File: src/rtl/i2c_frame_fifo.sv
// i2c_frame_fifo: bit-serial frame FIFO that assembles FRAME_W-bit frames MSB-first, stores up to DEPTH of them and replays them MSB-first.
// Ports: clk, rst (sync, active high); addr_data/wr_en/wr_abort feed the write engine;
// rd_en pops a frame onto data_out/data_valid (rd_busy while shifting);
// empty/full/count report committed frames; overflow/underflow pulse one cycle after a refused start.
module i2c_frame_fifo #(
   parameter int FRAME_W = 15,
   parameter int DEPTH = 4,
   localparam int PTR_W = $clog2(DEPTH)
) (
   input  logic             clk,
   input  logic             rst,
   input  logic             addr_data,
   input  logic             wr_en,
   input  logic             wr_abort,
   input  logic             rd_en,
   output logic             data_out,
   output logic             data_valid,
   output logic             rd_busy,
   output logic             empty,
   output logic             full,
   output logic [PTR_W:0]   count,
   output logic             overflow,
   output logic             underflow
);
   localparam int CW = $clog2(FRAME_W);
   localparam logic [CW-1:0] LAST = CW'(FRAME_W - 1);
   typedef enum logic {W_IDLE, W_SHIFT} w_state_t;
   typedef enum logic {R_IDLE, R_SHIFT} r_state_t;
   w_state_t w_state, w_next;
   r_state_t r_state, r_next;
   logic [FRAME_W-1:0] mem [DEPTH];
   logic [FRAME_W-1:0] wr_sr, rd_sr;
   logic [CW-1:0] wr_cnt, rd_cnt;
   logic [PTR_W-1:0] wr_ptr, rd_ptr;
   logic wr_take, commit, wr_refuse, rd_last, rd_ready, pop, rd_refuse;
   assign empty = count == '0;
   assign full = count == (PTR_W+1)'(DEPTH);
   assign data_valid = r_state == R_SHIFT;
   assign rd_busy = data_valid;
   assign data_out = data_valid & rd_sr[FRAME_W-1];
   // Fullness is only checked at frame start; an assembling frame owns its slot since reads only free space.
   always_comb begin
      wr_refuse = w_state == W_IDLE && wr_en && full;
      wr_take = wr_en && (w_state == W_SHIFT ? !wr_abort : !full);
      commit = w_state == W_SHIFT && wr_take && wr_cnt == LAST;
      w_next = w_state == W_IDLE ? (wr_take ? W_SHIFT : W_IDLE)
                                 : ((wr_abort || commit) ? W_IDLE : W_SHIFT);
      // The edge ending the last bit may already accept the next pop, so frames can run back to back.
      rd_last = r_state == R_SHIFT && rd_cnt == LAST;
      rd_ready = r_state == R_IDLE || rd_last;
      pop = rd_ready && rd_en && !empty;
      rd_refuse = rd_ready && rd_en && empty;
      r_next = pop ? R_SHIFT : (rd_last ? R_IDLE : r_state);
   end
   always_ff @(posedge clk) begin
      if (rst) begin
         w_state <= W_IDLE;
         r_state <= R_IDLE;
      end else begin
         w_state <= w_next;
         r_state <= r_next;
      end
   end
   always_ff @(posedge clk) begin
      if (rst) begin
         wr_cnt <= '0;
         rd_cnt <= '0;
         wr_ptr <= '0;
         rd_ptr <= '0;
         count <= '0;
         overflow <= 1'b0;
         underflow <= 1'b0;
      end else begin
         wr_cnt <= (commit || (w_state == W_SHIFT && wr_abort)) ? '0 : (wr_take ? wr_cnt + 1'b1 : wr_cnt);
         rd_cnt <= pop ? '0 : (r_state == R_SHIFT ? rd_cnt + 1'b1 : rd_cnt);
         wr_ptr <= commit ? wr_ptr + 1'b1 : wr_ptr;
         rd_ptr <= pop ? rd_ptr + 1'b1 : rd_ptr;
         count <= (commit && !pop) ? count + 1'b1 : ((pop && !commit) ? count - 1'b1 : count);
         overflow <= wr_refuse;
         underflow <= rd_refuse;
      end
   end
   always_ff @(posedge clk) begin
      if (wr_take) wr_sr <= {wr_sr[FRAME_W-2:0], addr_data};
      if (commit) mem[wr_ptr] <= {wr_sr[FRAME_W-2:0], addr_data};
      rd_sr <= pop ? mem[rd_ptr] : {rd_sr[FRAME_W-2:0], 1'b0};
   end
endmodule

File: config.mk
export PLATFORM = sky130hd
export DESIGN_NAME = i2c_frame_fifo
export DESIGN_NICKNAME = d
export VERILOG_FILES = /design/src/rtl/i2c_frame_fifo.sv
export SDC_FILE = /design/constraint.sdc
export NUM_CORES = 1
export LEC_CHECK = 0
export ABC_AREA = 0
export CAP_MARGIN = 10
export CORE_MARGIN = 2
export CORE_UTILIZATION = 42
export DETAILED_ROUTE_END_ITERATION = 8
export GPL_ROUTABILITY_DRIVEN = 0
export PLACE_DENSITY = 0.63
export SETUP_SLACK_MARGIN = 0.4
export SYNTH_ARGS = -nofsm -noshare
export SYNTH_HDL_FRONTEND = slang
export SYNTH_SLANG_ARGS = --single-unit
File: constraint.sdc
create_clock -name clk -period 6.2 [get_ports clk]
set_input_delay 1.24 -clock clk [delete_from_list [all_inputs] [get_ports clk]]
set_output_delay 1.24 -clock clk [all_outputs]
set_load 0.02 [all_outputs]
# Word level (Yosys, flattened, before mapping)

Memory sizes are Yosys's and may differ from the RTL's. A register that Yosys moved wholly into a read port is not among the register bits.
Index checks and enable logic that the tools add are counted.
Widths: inputs -> output; s select.

Word-level logic and storage cells: 63
Memories: 1
Input bits: 6
Flip-flop bits (word level): 48
Memory bits (writable): 60

Memories:

| name | depth | bits a word | read ports | clocked after Yosys merged registers in | wr ports | RTL line | text |
|---|---|---|---|---|---|---|---|
| mem  | 4     | 15          | 1          | 1                                       | 1        | 31       | `logic [FRAME_W-1:0] mem [DEPTH];` |

$add $sub $neg: 6
Reduce and logical (&&, ||, !) cells: 25
Mux-type cells: 13
Bitwise logic cells: 3
Equal/unequal tests: 3

Operators with widths:

| kind                | count |
|---|---|
| $mux 15             | 1 |
| $logic_and 1x1->1   | 12 |
| $add 4x1->4 const B | 2 |
| $eq 4x4->1 const B  | 2 |
| $mux 1              | 8 |
| $mux 3              | 2 |
| $logic_not 1->1     | 5 |
| $add 2x1->2 const B | 2 |
| $mux 2              | 2 |
| $reduce_bool 2->1   | 2 |
| $reduce_or 2->1     | 2 |
| $add 3x1->3 const B | 1 |
| $eq 3x3->1 const B  | 1 |
| $logic_not 3->1     | 1 |
| $logic_or 1x1->1    | 3 |
| $sub 3x1->3 const B | 1 |
| $not 1->1           | 2 |
| $and 1x1->1         | 1 |

# Longest topological paths before layout

Depth in word-level cells: 10
Gate-level depth with buffers: 12
Mapped depth without buffers: 11

# Worst setup path after synthesis

No wires, ideal clock.

Path kind: input-to-reg
Start point: in wr_en
End point: reg count[2]
Library setup time: 0.071 ns
Path slack: 3.104 ns
Arrival: 3.025 ns
Data required time: 6.129 ns
Cell stages on the path: 8
Path buffers: 0
Cells stage by stage: a21bo_2 nor3_2 ha_1 inv_1 fa_1 xor2_1 or3_1 a21oi_1

Word-level cells in the longest chain between the ends: 6
Elaborated cells between the ends (all ways): 8
Classes of those cells: mux (1); reduce/logical (7)

Ends and longest elaborated chain:

| what                               | RTL line | text |
|---|---|---|
| start: declaration                 | 13       | `input logic wr_en,` |
| $logic_and 1x1->1 *                | 44       | `wr_take = wr_en && (w_state == W_SHIFT ? !wr_abort : !full);` |
| $logic_and 1x1->1 * (2 in series)  | 45       | `commit = w_state == W_SHIFT && wr_take && wr_cnt == LAST;` |
| named net commit                   | 35       | `logic wr_take, commit, wr_refuse, rd_last, rd_ready, pop, rd_refuse;` |
| $logic_not 1->1                    | 78       | `count <= (commit && !pop) ? count + 1'b1 : ((pop && !commit) ? count - 1'b1 : count);` |
| $logic_and 1x1->1                  | 78       |  |
| $reduce_bool 2->1 (no source line) | --       |  |
| end signal: assignment             | 78       |  |
| end: declaration                   | 21       | `output logic [PTR_W:0] count,` |

The timed path passes the listed nets; every way through them passes the cells marked *.
A chain may end at the register's enable or synchronous reset.

# Worst setup path after layout

Ends and elaborated chain as after synthesis.

==> results.md <==
Global routing:
- The via count of the first global-routing pass is around 2000.
- The initial antenna violation count is 0.
- The wire length of the first global-routing pass is 10300 um.
- The pin count of the biggest net entering global routing is 23.
- The global-route total usage across every layer is 12.4%.
- Summed over all layers, the global routing overflow is 0.

CTS:
- Clock tree synthesis selected as its root buffer the cell sky130_fd_sc_hd__clkbuf_8.
- The TritonCTS clock tree is yes.
- CTS built an H-tree with a depth of 3.
- After clock tree synthesis, the clock-pin slew on the worst setup and hold paths is approximately 0.1 ns.
- The post-CTS setup buffer count is 0.
- The buffer depth of the longest clock path is 2.
- The number of buffers added by the clock tree synthesis step is 9.
- In this run, post-CTS hold repair placed 0 buffers.
- After clock tree synthesis, the repair step resized 0 gates.
- The number of sinks on the clock net is between 100 and 150.
- The clock insertion delay at the later pin of the skew report is 0.36 ns.

Job:
- The number of violations of the max-capacitance limit is 0.

Drt:
- The final wirelength is 6180 um.
- The average vias per placed instance is 4.99.
- The first routing iteration left 104 violations.
- In the routed design, unresolved DRC markers number 0.
- In the final routed layout, each cell accounts on average for 15.7 um.
- The pre-antenna-repair detailed-routing pass consisted of 4 iterations.
- The overall via count from detail_route is between 1500 and 2000.
- The number of routed nets with antenna violations is 0.

Synth:
- The synthesized cell area is between 0.004 and 0.005 sq mm.
- The net count after synthesis is 257.
- By area the synthesized netlist is led by sky130_fd_sc_hd__edfxtp_1 (53%), sky130_fd_sc_hd__dfxtp_1 (17%), sky130_fd_sc_hd__mux4_2 (8.0%), sky130_fd_sc_hd__mux2_2 (4.8%), sky130_fd_sc_hd__ha_1 (2.7%).
- The portion of the post-synthesis area used by sequential elements is 70.1%.
- After synthesis, the mean cell area works out to 17.4 sq um.
- For this run, asynchronously set or reset flops after synthesis account for 0%.
- The post-synthesis instance total is 241.
- The post-synthesis register bit count is 110.
- After synthesis, the netlist uses 46 different library cells.
- The warning count from the yosys run is 0.
- The area fraction of the dominant cell type after synthesis is 52.9%.
- The most instantiated flip-flop cell in the synthesis netlist is sky130_fd_sc_hd__edfxtp_1.
- Counting flops with a built-in enable in the synthesized netlist gives 74.
- The most common cell in the netlist is sky130_fd_sc_hd__edfxtp_1.
- sky130_fd_sc_hd__edfxtp_1 takes more of the synthesized area than any other cell.
- The commonest cells after synthesis are sky130_fd_sc_hd__edfxtp_1 (74), sky130_fd_sc_hd__dfxtp_1 (36), sky130_fd_sc_hd__mux2_2 (18), sky130_fd_sc_hd__mux4_2 (15), sky130_fd_sc_hd__nor2_1 (10).

Timing:
- Measured against its own limit, the worst slew margin works out to 31.6%.
- Setup repair after global routing left no endpoint under its margin.
- The smallest hold slack is roughly 0.47 ns.
- The hold violation total from the final report is 0.
- The period utilization is 55.8%.
- Clock skew on the completed layout was measured at roughly 0.011 ns.
- Setup violations remaining at the end of the flow were counted as 0.
- The max-slew violation count is 0.
- Across all setup checks in the final design, the least slack found is between 2 and 3 ns.
- Adding up every negative setup slack in the final design gives 0 ns.
- The transition time at the pin with the least slew margin is approximately 1 ns.
- The final period demand of the worst path is 3.46 ns.
- The maximum achievable frequency is roughly 0.29 GHz.

Worst setup path:
- For the worst setup path, the data arrival time is between 3 and 4 ns.
- The critical path is of the in2reg type.
- The critical path launch point type is a primary input.
- In this run the worst path has a maximum fanout of 8.
- For the worst setup path, the data required time is 6.48 ns.
- Tracing the worst setup path back leads to its startpoint at wr_en.
- The largest single stage delay on the critical path is between 0.5 and 0.6 ns.
- Traced cell by cell, the critical path runs through clkdlybuf4s50_1, a21bo_2, nor3_2, ha_1, inv_1, fa_1, xor2_1, or3_1, a21oi_1.
- The category of the worst setup path capture point is a flip-flop.
- The cell with the largest stage delay on the worst path is sky130_fd_sc_hd__clkdlybuf4s50_1.
- In this run the critical register-to-register path is launched from count[0].
- Setup slack on the worst reg-to-reg path comes out at 3.57 ns.

Floorplan:
- The overall die area is 0.0108 sq mm.
- The top-level port count is 16.
- The vertical die dimension is 104 um.
- The floorplan row count is 36.
- The area of the core is 0.00973 sq mm.
- The effective utilization at floorplan is 43.2%.
- The die width is 104 um.

Placement:
- The worst slack at placement is 2.37 ns.
- The total instance count after detailed placement is 379.
- The half-perimeter wire length after detailed placement is approximately 3700 um.
- The count of buffers added on input and output ports is 15.

Pwr:
- The power after layout is between 1.5 and 2 mW.
- IR analysis of the VDD net gives a maximum drop of 117 uV.
- The reported leakage power is 1.54 nW.
- The power density relative to cell area is about 370 mW/mm^2.

Cells and area:
- Of the cells placed in the final design, the portion with a size suffix greater than 1 is 21.8%.
- The final non-filler cell total is 395.
- The area growth from synthesis to layout is 11.3%.
- The antenna diode count is 0.
- For this run, the post-layout net count is between 200 and 300.

Outcome:
- The flow ran to the end, and the final reports show no timing, DRC or antenna violations.

Hold path:
- In this run the most critical hold path is launched from rd_sr[11].
- The path class of the tightest hold or removal check is reg2reg.
## cells in the final DEF (no fill, tap or decap), types with 2 or more instances in the layout
master,n
sky130_fd_sc_hd__a2111oi_0,2
sky130_fd_sc_hd__a21oi_1,4
sky130_fd_sc_hd__a32o_1,2
sky130_fd_sc_hd__and2_1,6
sky130_fd_sc_hd__bufinv_16,2
sky130_fd_sc_hd__clkbuf_8,9
sky130_fd_sc_hd__clkdlybuf4s50_1,15
sky130_fd_sc_hd__dfxtp_1,36
sky130_fd_sc_hd__edfxtp_1,74
sky130_fd_sc_hd__ha_1,9
sky130_fd_sc_hd__inv_1,8
sky130_fd_sc_hd__inv_6,2
sky130_fd_sc_hd__inv_8,2
sky130_fd_sc_hd__mux2_2,18
sky130_fd_sc_hd__mux2i_1,2
sky130_fd_sc_hd__mux4_2,15
sky130_fd_sc_hd__nand2_1,3
sky130_fd_sc_hd__nand2b_1,2
sky130_fd_sc_hd__nand3_1,2
sky130_fd_sc_hd__nand4_1,3
sky130_fd_sc_hd__nor2_1,9
sky130_fd_sc_hd__nor3_1,5
sky130_fd_sc_hd__nor3b_1,2
sky130_fd_sc_hd__o31ai_1,2
sky130_fd_sc_hd__xor2_1,4
## critical path, delay by kind of cell
kind / cells / cell delay (ns)
simple gates: 2 / 0.73
fa+ha+maj: 2 / 0.64
buf+inv: 2 / 0.57
compound gates: 2 / 0.41
xor+xnor: 1 / 0.16
## cell type report
| class | instances | area (sq um) |
|---|---|---|
| fillers | 836 | 5050 |
| flip-flops and latches | 110 | 2940 |
| multi-input cells | 111 | 1150 |
| well taps | 133 | 166 |
| repair buffers | 16 | 158 |
| clock buffers | 10 | 128 |
| clock inverters | 6 | 100 |
| inverters | 9 | 33.8 |
## routing by layer
layer	up-vias	wire [um]	global-route usage, %
met3	7	170	3.01
met5	-	0	0
li1	955	-	-
met2	23	3050	20.1
met4	0	95	5.21
met1	987	2860	15.9
## final timing paths
path / to / cells past startpoint
setup / recovery: count[2] / 9
hold / removal: rd_sr[12] / 1
setup reg to reg: count[2] / 11
hold reg to reg: rd_sr[12] / 1
## logic make-up (layout without fill, tap and decap cells)
family / Yosys count / count (layout) / share of synthesized area, %
fa+ha+maj: 10 / 10 / 3.16
flops: 110 / 110 / 70.1
simple gates: 41 / 41 / 5.75
xor+xnor: 5 / 5 / 1.04
mux: 35 / 35 / 13.3
buf+inv: 20 / 41 / 2.65
compound gates: 20 / 20 / 3.99
## power breakdown
group          internal (mW)  total [mW]  switching (mW)  leakage [nW]
Combinational          0.175       0.307           0.132         0.456
Sequential             0.875       0.950          0.0750         0.970
Clock                  0.236       0.478           0.242         0.115
Total                   1.29        1.74           0.449          1.54
## through the flow
step                area, sq um  utilization, %
floorplan                  4200               -
global placement           4450            45.7
detailed placement         4450            45.7
CTS                        4680            48.1
global route               4680            48.1
finish                     4680            48.1
## registers in the layout, indices dropped and copies added (netlist names), named ones only
name        cells
overflow        1
underflow       1
data_valid      1
mem            60
count           3
wr_ptr          2
wr_sr          14
rd_sr          15
w_state         1
rd_cnt          4
wr_cnt          4
rd_ptr          2
(Power assumes the default switching activity.)
